$ cat src/rtl/instr_mem_loader.sv
// Serial program loader: assembles a big-endian byte stream into 32-bit words,
// writes them to instruction memory and holds the CPU until a halt word or a full memory.
module instr_mem_loader #(
  parameter int DEPTH  = 64,
  parameter int ADDR_W = 6
) (
  input  logic              clk,
  input  logic              reset,
  input  logic              loadStart,
  input  logic              byteValid,
  input  logic [7:0]        byteData,
  output logic              byteReady,
  output logic              wrEn,
  output logic [ADDR_W-1:0] wrAddr,
  output logic [31:0]       wrData,
  output logic              cpuHold,
  output logic              loadDone,
  output logic [ADDR_W:0]   wordCount,
  output logic              overflow
);

  typedef enum logic [1:0] {IDLE, RECV, WRITE, DONE} state_t;

  localparam logic [ADDR_W:0] LAST_ADDR = (ADDR_W+1)'(DEPTH - 1);
  localparam logic [ADDR_W:0] COUNT_ONE = (ADDR_W+1)'(1);

  state_t          state, state_nx;
  logic [31:0]     word_q, word_nx;
  logic [1:0]      byte_idx, byte_idx_nx;
  logic [ADDR_W:0] count_q, count_nx;
  logic            ovf_q, ovf_nx;
  logic            is_halt;

  // LC2K halt opcode sits in bits 24:22 of the instruction word.
  assign is_halt = (word_q[24:22] == 3'b110);

  // NOTE: sequential state uses non-blocking assignments so every register
  // samples the pre-edge values; blocking here would create order-dependent races.
  always_ff @(posedge clk) begin
    if (reset) begin
      state    <= IDLE;
      word_q   <= '0;
      byte_idx <= '0;
      count_q  <= '0;
      ovf_q    <= 1'b0;
    end else begin
      state    <= state_nx;
      word_q   <= word_nx;
      byte_idx <= byte_idx_nx;
      count_q  <= count_nx;
      ovf_q    <= ovf_nx;
    end
  end

  // NOTE: every signal gets its hold value first so no path through the
  // case statement leaves one unassigned, which would infer a latch.
  always_comb begin
    state_nx    = state;
    word_nx     = word_q;
    byte_idx_nx = byte_idx;
    count_nx    = count_q;
    ovf_nx      = ovf_q;

    unique case (state)
      IDLE, DONE: begin
        if (loadStart) begin
          state_nx    = RECV;
          word_nx     = '0;
          byte_idx_nx = '0;
          count_nx    = '0;
          ovf_nx      = 1'b0;
        end
      end
      RECV: begin
        if (byteValid) begin
          word_nx     = {word_q[23:0], byteData};
          byte_idx_nx = byte_idx + 2'd1;
          if (byte_idx == 2'd3) state_nx = WRITE;
        end
      end
      WRITE: begin
        count_nx    = count_q + COUNT_ONE;
        byte_idx_nx = '0;
        if (is_halt) begin
          state_nx = DONE;
        end else if (count_q == LAST_ADDR) begin
          state_nx = DONE;
          ovf_nx   = 1'b1;
        end else begin
          state_nx = RECV;
        end
      end
      default: state_nx = IDLE;
    endcase
  end

  // Outputs decode directly from registered state, so they carry no X after reset.
  assign byteReady = (state == RECV);
  assign wrEn      = (state == WRITE);
  assign cpuHold   = (state == RECV) || (state == WRITE);
  assign loadDone  = (state == DONE);
  assign wrAddr    = count_q[ADDR_W-1:0];
  assign wrData    = word_q;
  assign wordCount = count_q;
  assign overflow  = ovf_q;

endmodule

$ cat config.mk
export PLATFORM = sky130hd
export DESIGN_NAME = instr_mem_loader
export DESIGN_NICKNAME = d
export VERILOG_FILES = /design/src/rtl/instr_mem_loader.sv
export SDC_FILE = /design/constraint.sdc
export NUM_CORES = 1
export LEC_CHECK = 0
export ABC_AREA = 1
export CORE_MARGIN = 2
export CORE_UTILIZATION = 49
export DETAILED_ROUTE_END_ITERATION = 12
export PLACE_DENSITY = 0.84
export SLEW_MARGIN = 20
export SYNTH_ARGS = -nofsm -noshare
export SYNTH_HDL_FRONTEND = slang
export SYNTH_SLANG_ARGS = --single-unit
$ cat constraint.sdc
create_clock -name clk -period 2.4 [get_ports clk]
set_input_delay 0.48 -clock clk [delete_from_list [all_inputs] [get_ports clk]]
set_output_delay 0.48 -clock clk [all_outputs]
set_load 0.02 [all_outputs]
After elaboration in Yosys (flattened, before gate mapping) --
Cells that the tools add are included. W data, S select, Z words.
Operators by class: shift operators 0, mux-type cells 18, add/subtract/negate cells 2, reductions and logical operators 10, bitwise gates (word level) 0, order comparisons 0, eq/ne operators 11, multipliers 0, divide/modulo/power cells 0
Operators by type and width (count):
- $mux W32 | 2
- $pmux W32 S2 | 1
- $mux W2 | 7
- $pmux W7 S2 | 1
- $pmux W2 S3 | 2
- $add A7 B1 Y7 const B | 1
- $eq A7 B6 Y1 const B | 1
- $mux W7 | 1
- $eq A2 B2 Y1 const B | 3
- $ne A2 B2 Y1 const B | 3
- $reduce_and A3 Y1 | 2
- $ne A2 B1 Y1 const B | 2
- $reduce_and A2 Y1 | 2
- $reduce_and A4 Y1 | 1
- $reduce_bool A2 Y1 | 2
- $eq A3 B3 Y1 const B | 1
- $mux W1 | 3
- $add A2 B1 Y2 const B | 1
- $eq A2 B1 Y1 const B | 1
- $logic_not A2 Y1 | 1
- $pmux W1 S2 | 1
- $reduce_or A2 Y1 | 1
- $logic_or A1 B1 Y1 | 1
Word-level totals: register bits after elaboration 44, memories kept 0, word-level logic and storage cells 46, RAM bits 0, output and inout bits 50, latch bits 0, memory bits (read-only) 0, bits of input ports 12

Depth between registers and ports, before layout --
Gate-level depths: netlist (run 1).
word-level depth 4, gate-level depth with buffers 10, depth with buffers taken out 10

Worst setup path before layout (run 1) --
No wires, ideal clock.
kind register to register, from reg state[0], to reg word_q[2] (netlist: wrData[2]), data required time 2.268 ns, data arrival time 1.438 ns, setup slack 0.830 ns, stages on the path, launching flop included 9, setup time 0.132 ns, clock period less this slack 1.570 ns, buffers on the path 0, cells stage by stage dfxtp_1 ha_1 nand2_1 nand2_4 inv_2 nand2_2 clkinv_1 nand2_1 a21oi_1
Between the ends: elaborated cells on any way between the ends 9, those cells by class 4 x eq/ne; 1 x mux; 4 x reduce/logical
RTL lines:
- from (decl) | line 27 | state_t state, state_nx;
- from (signal assigned) | line 47 | state <= state_nx;
- $eq A2 B1 Y1 (*)
- named net byteReady | line 12 | output logic byteReady,
- $ne A2 B2 Y1 (no source line) or $reduce_bool A2 Y1 (tied branches)
- $reduce_and A3 Y1 (no source line)
- to (signal assigned) | line 48 | word_q <= word_nx;
- to (decl) | line 28 | logic [31:0] word_q, word_nx;
The timed path passes the listed nets; every way through them passes the cells marked *. A chain may end at the register's enable or synchronous reset.

Final worst setup path (run 1) --
from reg state[0], to out byteReady
Between the ends: longest elaborated chain between the ends 1
RTL lines:
- $eq A2 B1 Y1 | line 98 | assign byteReady = (state == RECV);
- to (decl) | line 12
Every way passes these cells.

==> impl_summary.log, run 1 <==
[metrics] outcome: finished, final reports clean
[metrics] worst slew margin relative to its limit: 76.7%
[metrics] largest area contributor in the netlist: sky130_fd_sc_hd__dfxtp_1
[metrics] startpoint class of the critical path: register
[metrics] max-cap violation count: 0
[metrics] internal portion of total power: 1.38 mW
[metrics] Placeable Area: ~3900 um^2
[metrics] Avg Synthesized Cell Area: 7.33 um^2
[metrics] share of layout cells above drive strength 1: 6.12%
[metrics] dominant cells by area after synthesis: sky130_fd_sc_hd__dfxtp_1 (45%), sky130_fd_sc_hd__inv_1 (13%), sky130_fd_sc_hd__o22ai_1 (7.6%), sky130_fd_sc_hd__nor2_1 (7.0%), sky130_fd_sc_hd__nand2_1 (5.3%)
[metrics] post-placement worst setup slack: 352 ps
[metrics] startpoint of the most critical register-to-register path: state[0]
[metrics] sequential cell area fraction in the yosys report: 44.5%
[metrics] final setup skew: 3.01 ps
[metrics] required arrival time at the worst endpoint: 1920 ps
[metrics] most common library cell in the layout ignoring fill and taps: sky130_fd_sc_hd__inv_1
[metrics] Post-CTS Setup Bufs: 0
[metrics] flop-to-flop setup slack: around 500 ps
[metrics] total nets after synthesis: 288
[metrics] Arrival @ worst endpoint: 1610 ps
[metrics] Die Y: 67.5 um
[metrics] relative contribution of sequential cells to total power: 38.1%
[metrics] filler instances: 358
[metrics] vias in the first global route: 1672
[metrics] overall global routing resource usage: 20.0%
[metrics] mean number of vias per cell: 4.70
[metrics] top achievable clock speed: 0.478 GHz
[metrics] count of mapped cells out of synthesis: 270
[metrics] fraction of post-synthesis cell area in the top cell type by area: 44.5%
[metrics] global route overflow: 0
[metrics] global-route wire length before repair: 6950 um
[metrics] detailed-route wire length: roughly 4200 um
[metrics] Period Utilization, post-route: between 80% and 90%
[metrics] power dissipated by switching net loads: slightly below 0.8 mW
[metrics] worst supply voltage drop on vdd: 0.537 mV
[metrics] First-pass DRT Iterations: 4
[metrics] starting density of the core: 50.2%
[metrics] total power density per cell area: 814 nW/um^2
[metrics] master cell of the clock root buffer: sky130_fd_sc_hd__clkbuf_8
[metrics] detailed-route DRC error count: 0
[metrics] area added between synthesis and finish: 35.2%
[metrics] Comb power frac: 36.6%
[metrics] wire per inst: 11.2 um
[metrics] maximum buffer depth of the clock tree: 2
[metrics] number of unique standard cell types used by synthesis: 23
[metrics] worst-skew pair later-pin latency: 290 ps
[metrics] Chip Width: 67.5 um
[metrics] Synth warnings: 0
[metrics] count of input and output buffers: 61
[metrics] die outline area: 4560 um^2
[metrics] net switching share of the total power: 36.4%
[metrics] type of element capturing the critical path: primary output
[metrics] number of antenna violations at the first check in global routing: 0
[metrics] Hold Fails Final Rpt: 0
[metrics] combined flip-flop and latch cell area: 881 um^2
[metrics] RSZ-0062 raised after global routing: no
[metrics] path depth of the worst reg2reg path: 9
[metrics] hold path depth: 2
[metrics] combined area of the multi-input logic cells: about 710 um^2
[metrics] worst setup margin: 308 ps
[metrics] number of rows created at floorplan: 23
[metrics] Static Leak: 0.991 nW
[metrics] worst-path maximum fanout: 5
[metrics] hold path startpoint: byte_idx[0]
[metrics] # IOs: 62
[metrics] summed negative setup slack over all endpoints: 0 ps
[metrics] final max-slew violation count: 0
[metrics] Worst-path clk slew: 80 ps
[metrics] # nets final: roughly 340
[metrics] Iteration-0 DRC Markers: 89
[metrics] via count of the routed design: between 1.5k and 2k
[metrics] commonest cells after routing, fill and taps aside: sky130_fd_sc_hd__inv_1 (71), sky130_fd_sc_hd__clkdlybuf4s50_1 (60), sky130_fd_sc_hd__dfxtp_1 (44), sky130_fd_sc_hd__nor2_1 (37), sky130_fd_sc_hd__nand2_1 (28)
[metrics] destination of the worst register-to-register timing path: wrData[7]
[metrics] # diodes: 0
[metrics] number of clock sinks: 44
[metrics] half-perimeter wire length after detailed placement: 3090 um
[metrics] Seq cells post-synth: 44
[metrics] startpoint of the worst setup timing path: state[0]
[metrics] final weighted congestion in routability-driven placement: 0.755
[metrics] Num CTS Buffers: 5
[metrics] clock period minus final worst setup slack: 2090 ps
[metrics] final setup vio count: 0
[metrics] path type of the worst min-delay path: reg -> reg
[metrics] post-route ant nets: 0
[metrics] pin count of the biggest net entering global routing: 36
[metrics] portion of total power attributed to the clock network: 25.3%
[metrics] type of the worst setup path: reg -> out
[metrics] worst hold endpoint: byte_idx[0]
[metrics] cell area after synthesis: 1980 um^2
[metrics] slew at the pin with the worst max-slew slack: 350 ps
[metrics] Max H-tree Level: 2
[metrics] TritonCTS clock tree: done
[logic make-up after synthesis]
kind of cell	synth area share, %
AND/OR/NAND/NOR	17.8
adder cells (fa/ha/maj)	3.79
buffers and inverters	19.5
AO/OA/AOI/OAI	14.4
flip-flops	44.5
[stage by stage]
stage	instances	hold slack, ps	utilization [%]	instance area, um^2	total power, mW
2_1_floorplan	270	443	-	1980	1.45
3_3_place_gp	369	457	65.1	2560	1.63
3_5_place_dp	369	464	65.1	2560	1.64
4_1_cts	377	474	67.8	2670	2.19
5_1_grt	377	518	67.9	2680	2.32
6_report	377	479	67.9	2680	2.18
[layer usage]
layer  vias to the layer above  GRT usage [%]  share of wire, %
li1                        921              -                 -
met2                        49           35.4                49
met5                         -              0                 0
met3                         6           7.17               7.5
met1                       795           22.4                43
met4                         0           6.12               1.3
[power by group through the flow]
stage | clock network [mW] | logic [mW] | registers (mW)
3_5_place_dp | 0 | 0.797 | 0.846
5_1_grt | 0.585 | 0.891 | 0.841
4_1_cts | 0.560 | 0.801 | 0.830
3_3_place_gp | 0 | 0.785 | 0.843
6_report | 0.551 | 0.798 | 0.830
2_1_floorplan | 0 | 0.562 | 0.884
[registers in the layout, indices dropped and copies added (netlist names)]
register,cells
state,2
wrData,32
wordCount,7
overflow,1
byte_idx,2
[worst max-delay path by stage]
stage | endpoint | slack, ps | cells past startpoint
floorplan | wrData[2] | 830 | 8
global placement | cpuHold | 410 | 4
detailed placement | wrData[3] | 350 | 9
CTS | cpuHold | 50 | 4
global route | byteReady | 210 | 2
finish | byteReady | 310 | 2
[Yosys cell counts]
| library cell | number |
|---|---|
| sky130_fd_sc_hd__inv_1 | 71 |
| sky130_fd_sc_hd__dfxtp_1 | 44 |
| sky130_fd_sc_hd__nor2_1 | 37 |
| sky130_fd_sc_hd__nand2_1 | 28 |
| sky130_fd_sc_hd__o22ai_1 | 24 |
| sky130_fd_sc_hd__a21oi_1 | 17 |
| sky130_fd_sc_hd__buf_4 | 8 |
| sky130_fd_sc_hd__ha_1 | 6 |
| sky130_fd_sc_hd__or2_0 | 6 |
| sky130_fd_sc_hd__o21ai_0 | 5 |
| sky130_fd_sc_hd__clkbuf_1 | 4 |
| sky130_fd_sc_hd__buf_6 | 3 |
| sky130_fd_sc_hd__nand2_2 | 3 |
| sky130_fd_sc_hd__nand3_1 | 3 |
| sky130_fd_sc_hd__inv_2 | 2 |
| sky130_fd_sc_hd__or2_2 | 2 |
| sky130_fd_sc_hd__a21oi_2 | 1 |
| sky130_fd_sc_hd__a31oi_1 | 1 |
| sky130_fd_sc_hd__clkinv_1 | 1 |
| sky130_fd_sc_hd__nand2_4 | 1 |
| sky130_fd_sc_hd__nor3_1 | 1 |
| sky130_fd_sc_hd__nor3b_1 | 1 |
| sky130_fd_sc_hd__o21ai_2 | 1 |
[worst max-delay path, stage by stage, from the launching register on]
cell,delay [ps]
sky130_fd_sc_hd__dfxtp_1,410
sky130_fd_sc_hd__ha_1,280
sky130_fd_sc_hd__clkdlybuf4s50_1,640
[cell type report]
type | count | area share, %
Sequential cell | 44 | 32.9
Multi-Input combinational cell | 137 | 26.6
Timing Repair Buffer | 64 | 23.8
Inverter | 74 | 10.4
Clock buffer | 6 | 2.71
Tap cell | 50 | 2.34
Clock inverter | 2 | 1.31
[what timing repair did]
action                                  4_1_cts  5_1_grt
endpoints found under the setup margin        0        1
hold buffers                                  0        0
resized for setup                             0        1
Power figures use the tool's default switching activity.
==> inputs of run 2 (changes only) <==
--- a/config.mk
+++ b/config.mk
@@ -6,6 +6,7 @@
 export NUM_CORES = 1
 export LEC_CHECK = 0
 export ABC_AREA = 1
+export CORE_ASPECT_RATIO = 0.8
 export CORE_MARGIN = 2
 export CORE_UTILIZATION = 49
 export DETAILED_ROUTE_END_ITERATION = 12
==> run 2 against run 1 <==
Compared with the run above:
- register-to-register slack improved by 140 ps
- final area fell by 0.75%
- combinational power barely moved
- highest routed layer unchanged
- fmax rose by 0.26%
==> impl_summary.log, run 2 (synthesis results as in run 1) <==
[metrics] # diodes: 0 (unchanged)
[metrics] TritonCTS clock tree: done (unchanged)
[metrics] startpoint of the worst setup timing path: state[0] (unchanged)
[metrics] number of flip-flops in the largest register: 32 (unchanged)
[metrics] destination of the worst register-to-register timing path: wrData[2] (was wrData[7])
[metrics] global route overflow: 0 (unchanged)
[metrics] summed negative setup slack over all endpoints: 0 ps (unchanged)
[metrics] area added between synthesis and finish: 34.2% (was 35.2%)
[metrics] Static Leak: 0.976 nW (was 0.991 nW)
[metrics] post-route ant nets: 0 (unchanged)
[metrics] number of clock sinks: 44 (unchanged)
[metrics] overall global routing resource usage: 19.9% (was 20.0%)
[metrics] top achievable clock speed: 0.479 GHz (was 0.478 GHz)
[metrics] most common library cell in the layout ignoring fill and taps: sky130_fd_sc_hd__inv_1 (unchanged)
[metrics] Chip Width: 75.0 um (was 67.5 um)
[metrics] die outline area: 4560 um^2 (about the same)
[metrics] path type of the worst min-delay path: reg -> reg (unchanged)
[metrics] mean number of vias per cell: 4.64 (was 4.70)
[metrics] Die Y: 60.8 um (was 67.5 um)
[metrics] delay-heaviest family, CP: buffers and inverters (unchanged)
[metrics] type of element capturing the critical path: primary output (unchanged)
[metrics] RSZ-0062 raised after global routing: no (unchanged)
[metrics] final weighted congestion in routability-driven placement: 0.851 (was 0.755)
[metrics] maximum buffer depth of the clock tree: 2 (unchanged)
[metrics] detailed-route DRC error count: 0 (unchanged)
[metrics] CP endpoint: byteReady (unchanged)
[metrics] Resize count post-CTS: 0 (unchanged)
[metrics] number of antenna violations at the first check in global routing: 0 (unchanged)
[metrics] global-route wire length before repair: 6840 um (was 6950 um)
[metrics] total power density per cell area: 776 nW/um^2 (was 814 nW/um^2)
[metrics] Max H-tree Level: 2 (unchanged)
[metrics] wire per inst: 10.9 um (was 11.2 um)
[metrics] # IOs: 62 (unchanged)
[metrics] # nets final: 344 (unchanged)
[metrics] final setup vio count: 0 (unchanged)
[metrics] detailed-route wire length: 4170 um (was 4210 um)
[metrics] CTS hold repair buffers: 0 (unchanged)
[metrics] Num CTS Buffers: 5 (unchanged)
[metrics] final max-slew violation count: 0 (unchanged)
[metrics] via count of the routed design: 1767 (was 1771)
[metrics] Hold Fails Final Rpt: 0 (unchanged)
[metrics] half-perimeter wire length after detailed placement: 3010 um (was 3090 um)
[metrics] clock period minus final worst setup slack: 2090 ps (about the same)
[metrics] type of the worst setup path: reg -> out (unchanged)
[metrics] slew at the pin with the worst max-slew slack: 350 ps (about the same)
[metrics] worst slew margin relative to its limit: 76.6% (was 76.7%)
[metrics] Post-CTS Setup Bufs: 0 (unchanged)
[metrics] startpoint class of the critical path: register (unchanged)
[metrics] number of rows created at floorplan: 20 (was 23)
[metrics] critical path cell sequence: ha_1 -> clkdlybuf4s50_1 (unchanged)
[metrics] master cell of the clock root buffer: sky130_fd_sc_hd__clkbuf_8 (unchanged)
[metrics] max-cap violation count: 0 (unchanged)
[metrics] Iteration-0 DRC Markers: 101 (was 89)
[metrics] Arrival @ worst endpoint: 1610 ps (about the same)
[metrics] Worst-path clk slew: 80 ps (about the same)
[metrics] starting density of the core: 51.7% (was 50.2%)
[metrics] worst-skew pair later-pin latency: 290 ps (about the same)
[metrics] Period Utilization, post-route: 87.0% (was 87.2%)
[metrics] Placeable Area: 3830 um^2 (was 3940 um^2)
[metrics] crit path buf inv count: 1 (unchanged)
[metrics] commonest cells after routing, fill and taps aside: sky130_fd_sc_hd__inv_1 (71), sky130_fd_sc_hd__clkdlybuf4s50_1 (60), sky130_fd_sc_hd__dfxtp_1 (44), sky130_fd_sc_hd__nor2_1 (37), sky130_fd_sc_hd__nand2_1 (28) (unchanged)
[metrics] count of input and output buffers: 61 (unchanged)
[metrics] outcome: finished, final reports clean (unchanged)
[metrics] worst-path maximum fanout: 5 (unchanged)
[metrics] First-pass DRT Iterations: 4 (unchanged)
[metrics] startpoint of the most critical register-to-register path: state[0] (unchanged)
[metrics] critical path depth in cells: 2 (unchanged)
[metrics] total power consumption of the routed design: 2.06 mW (was 2.18 mW)
[metrics] Crit-path slowest cell: sky130_fd_sc_hd__clkdlybuf4s50_1 (unchanged)
[metrics] share of layout cells above drive strength 1: 6.13% (was 6.12%)
[metrics] path depth of the worst reg2reg path: 8 (was 9)
[metrics] vias in the first global route: 1578 (was 1672)
[metrics] final setup skew: 4.26 ps (was 3.01 ps)
[metrics] flop-to-flop setup slack: 640 ps (was 500 ps)
[metrics] pin count of the biggest net entering global routing: 36 (unchanged)
[metrics] Worst path max stage delay: 640 ps (about the same)
[metrics] worst supply voltage drop on vdd: 0.631 mV (was 0.537 mV)
[metrics] required arrival time at the worst endpoint: 1920 ps (about the same)
[run 2: cell types whose count changed in the layout (fill, tap and decap cells not counted)]
cell	delta
sky130_fd_sc_hd__clkinvlp_4	+1
sky130_fd_sc_hd__bufinv_16	-1
sky130_fd_sc_hd__clkbuf_1	-1
[run 2: layout make-up]
class / count / area [um^2]
well taps: 55 / 68.8
clock buffers: 5 / 68.8
flip-flops and latches: 44 / 881
inverters: 74 / 278
repair buffers: 64 / 636
fillers: 310 / 1170
clock inverters: 2 / 12.5
multi-input cells: 137 / 711
[run 2: worst min path at each step]
stage,start,end,slack [ps],cells after the start
after global placement,byte_idx[1],byte_idx[1],460,2
after CTS,byte_idx[0],byte_idx[0],480,2
after global routing,byte_idx[0],byte_idx[0],500,2
final,byte_idx[1],byte_idx[1],480,2
after detailed placement,byte_idx[0],byte_idx[0],470,2
after floorplan,byte_idx[0],byte_idx[0],440,2
[run 2: power breakdown]
group	internal, mW	total [mW]	switching, mW	leakage, nW
Clock	0.197	0.434	0.237	0.0400
Combinational	0.289	0.798	0.510	0.580
Sequential	0.787	0.827	0.0404	0.356
[run 2: worst min-delay path, delay by kind of cell (launching register included)]
| family | cells | cell delay [ps] |
|---|---|---|
| AOI/OAI and AO/OA | 1 | 60 |
| and+or+nand+nor | 1 | 60 |
| DFF | 1 | 320 |
[run 2: metrics by stage]
stage | instance area [um^2] | util, % | hold WS, ps | setup slack [ps] | cells
6_report | 2660 | 69.3 | 478 | 313 | 381
5_1_grt | 2660 | 69.3 | 499 | 208 | 381
4_1_cts | 2650 | 69.3 | 481 | 61.6 | 381
3_5_place_dp | 2570 | 67.2 | 468 | 393 | 374
3_3_place_gp | 2570 | 67.2 | 458 | 423 | 374
2_1_floorplan | 1980 | - | 443 | 830 | 270
[run 2: metal layers]
metal / wire (um) / track usage, %
met2: 1990 / 32.8
met1: 1870 / 25.2
met5: 0 / 0
met4: 39 / 5.87
met3: 263 / 6.48
==> inputs of run 3 (changes only) <==
--- a/config.mk
+++ b/config.mk
@@ -6,6 +6,7 @@
 export NUM_CORES = 1
 export LEC_CHECK = 0
 export ABC_AREA = 1
+export ABC_CLOCK_PERIOD_IN_PS = 2400
 export CORE_ASPECT_RATIO = 0.8
 export CORE_MARGIN = 2
 export CORE_UTILIZATION = 49
==> results of run 3 <==
Same layout as run 2: the final DEF is identical, and so are final timing and power.
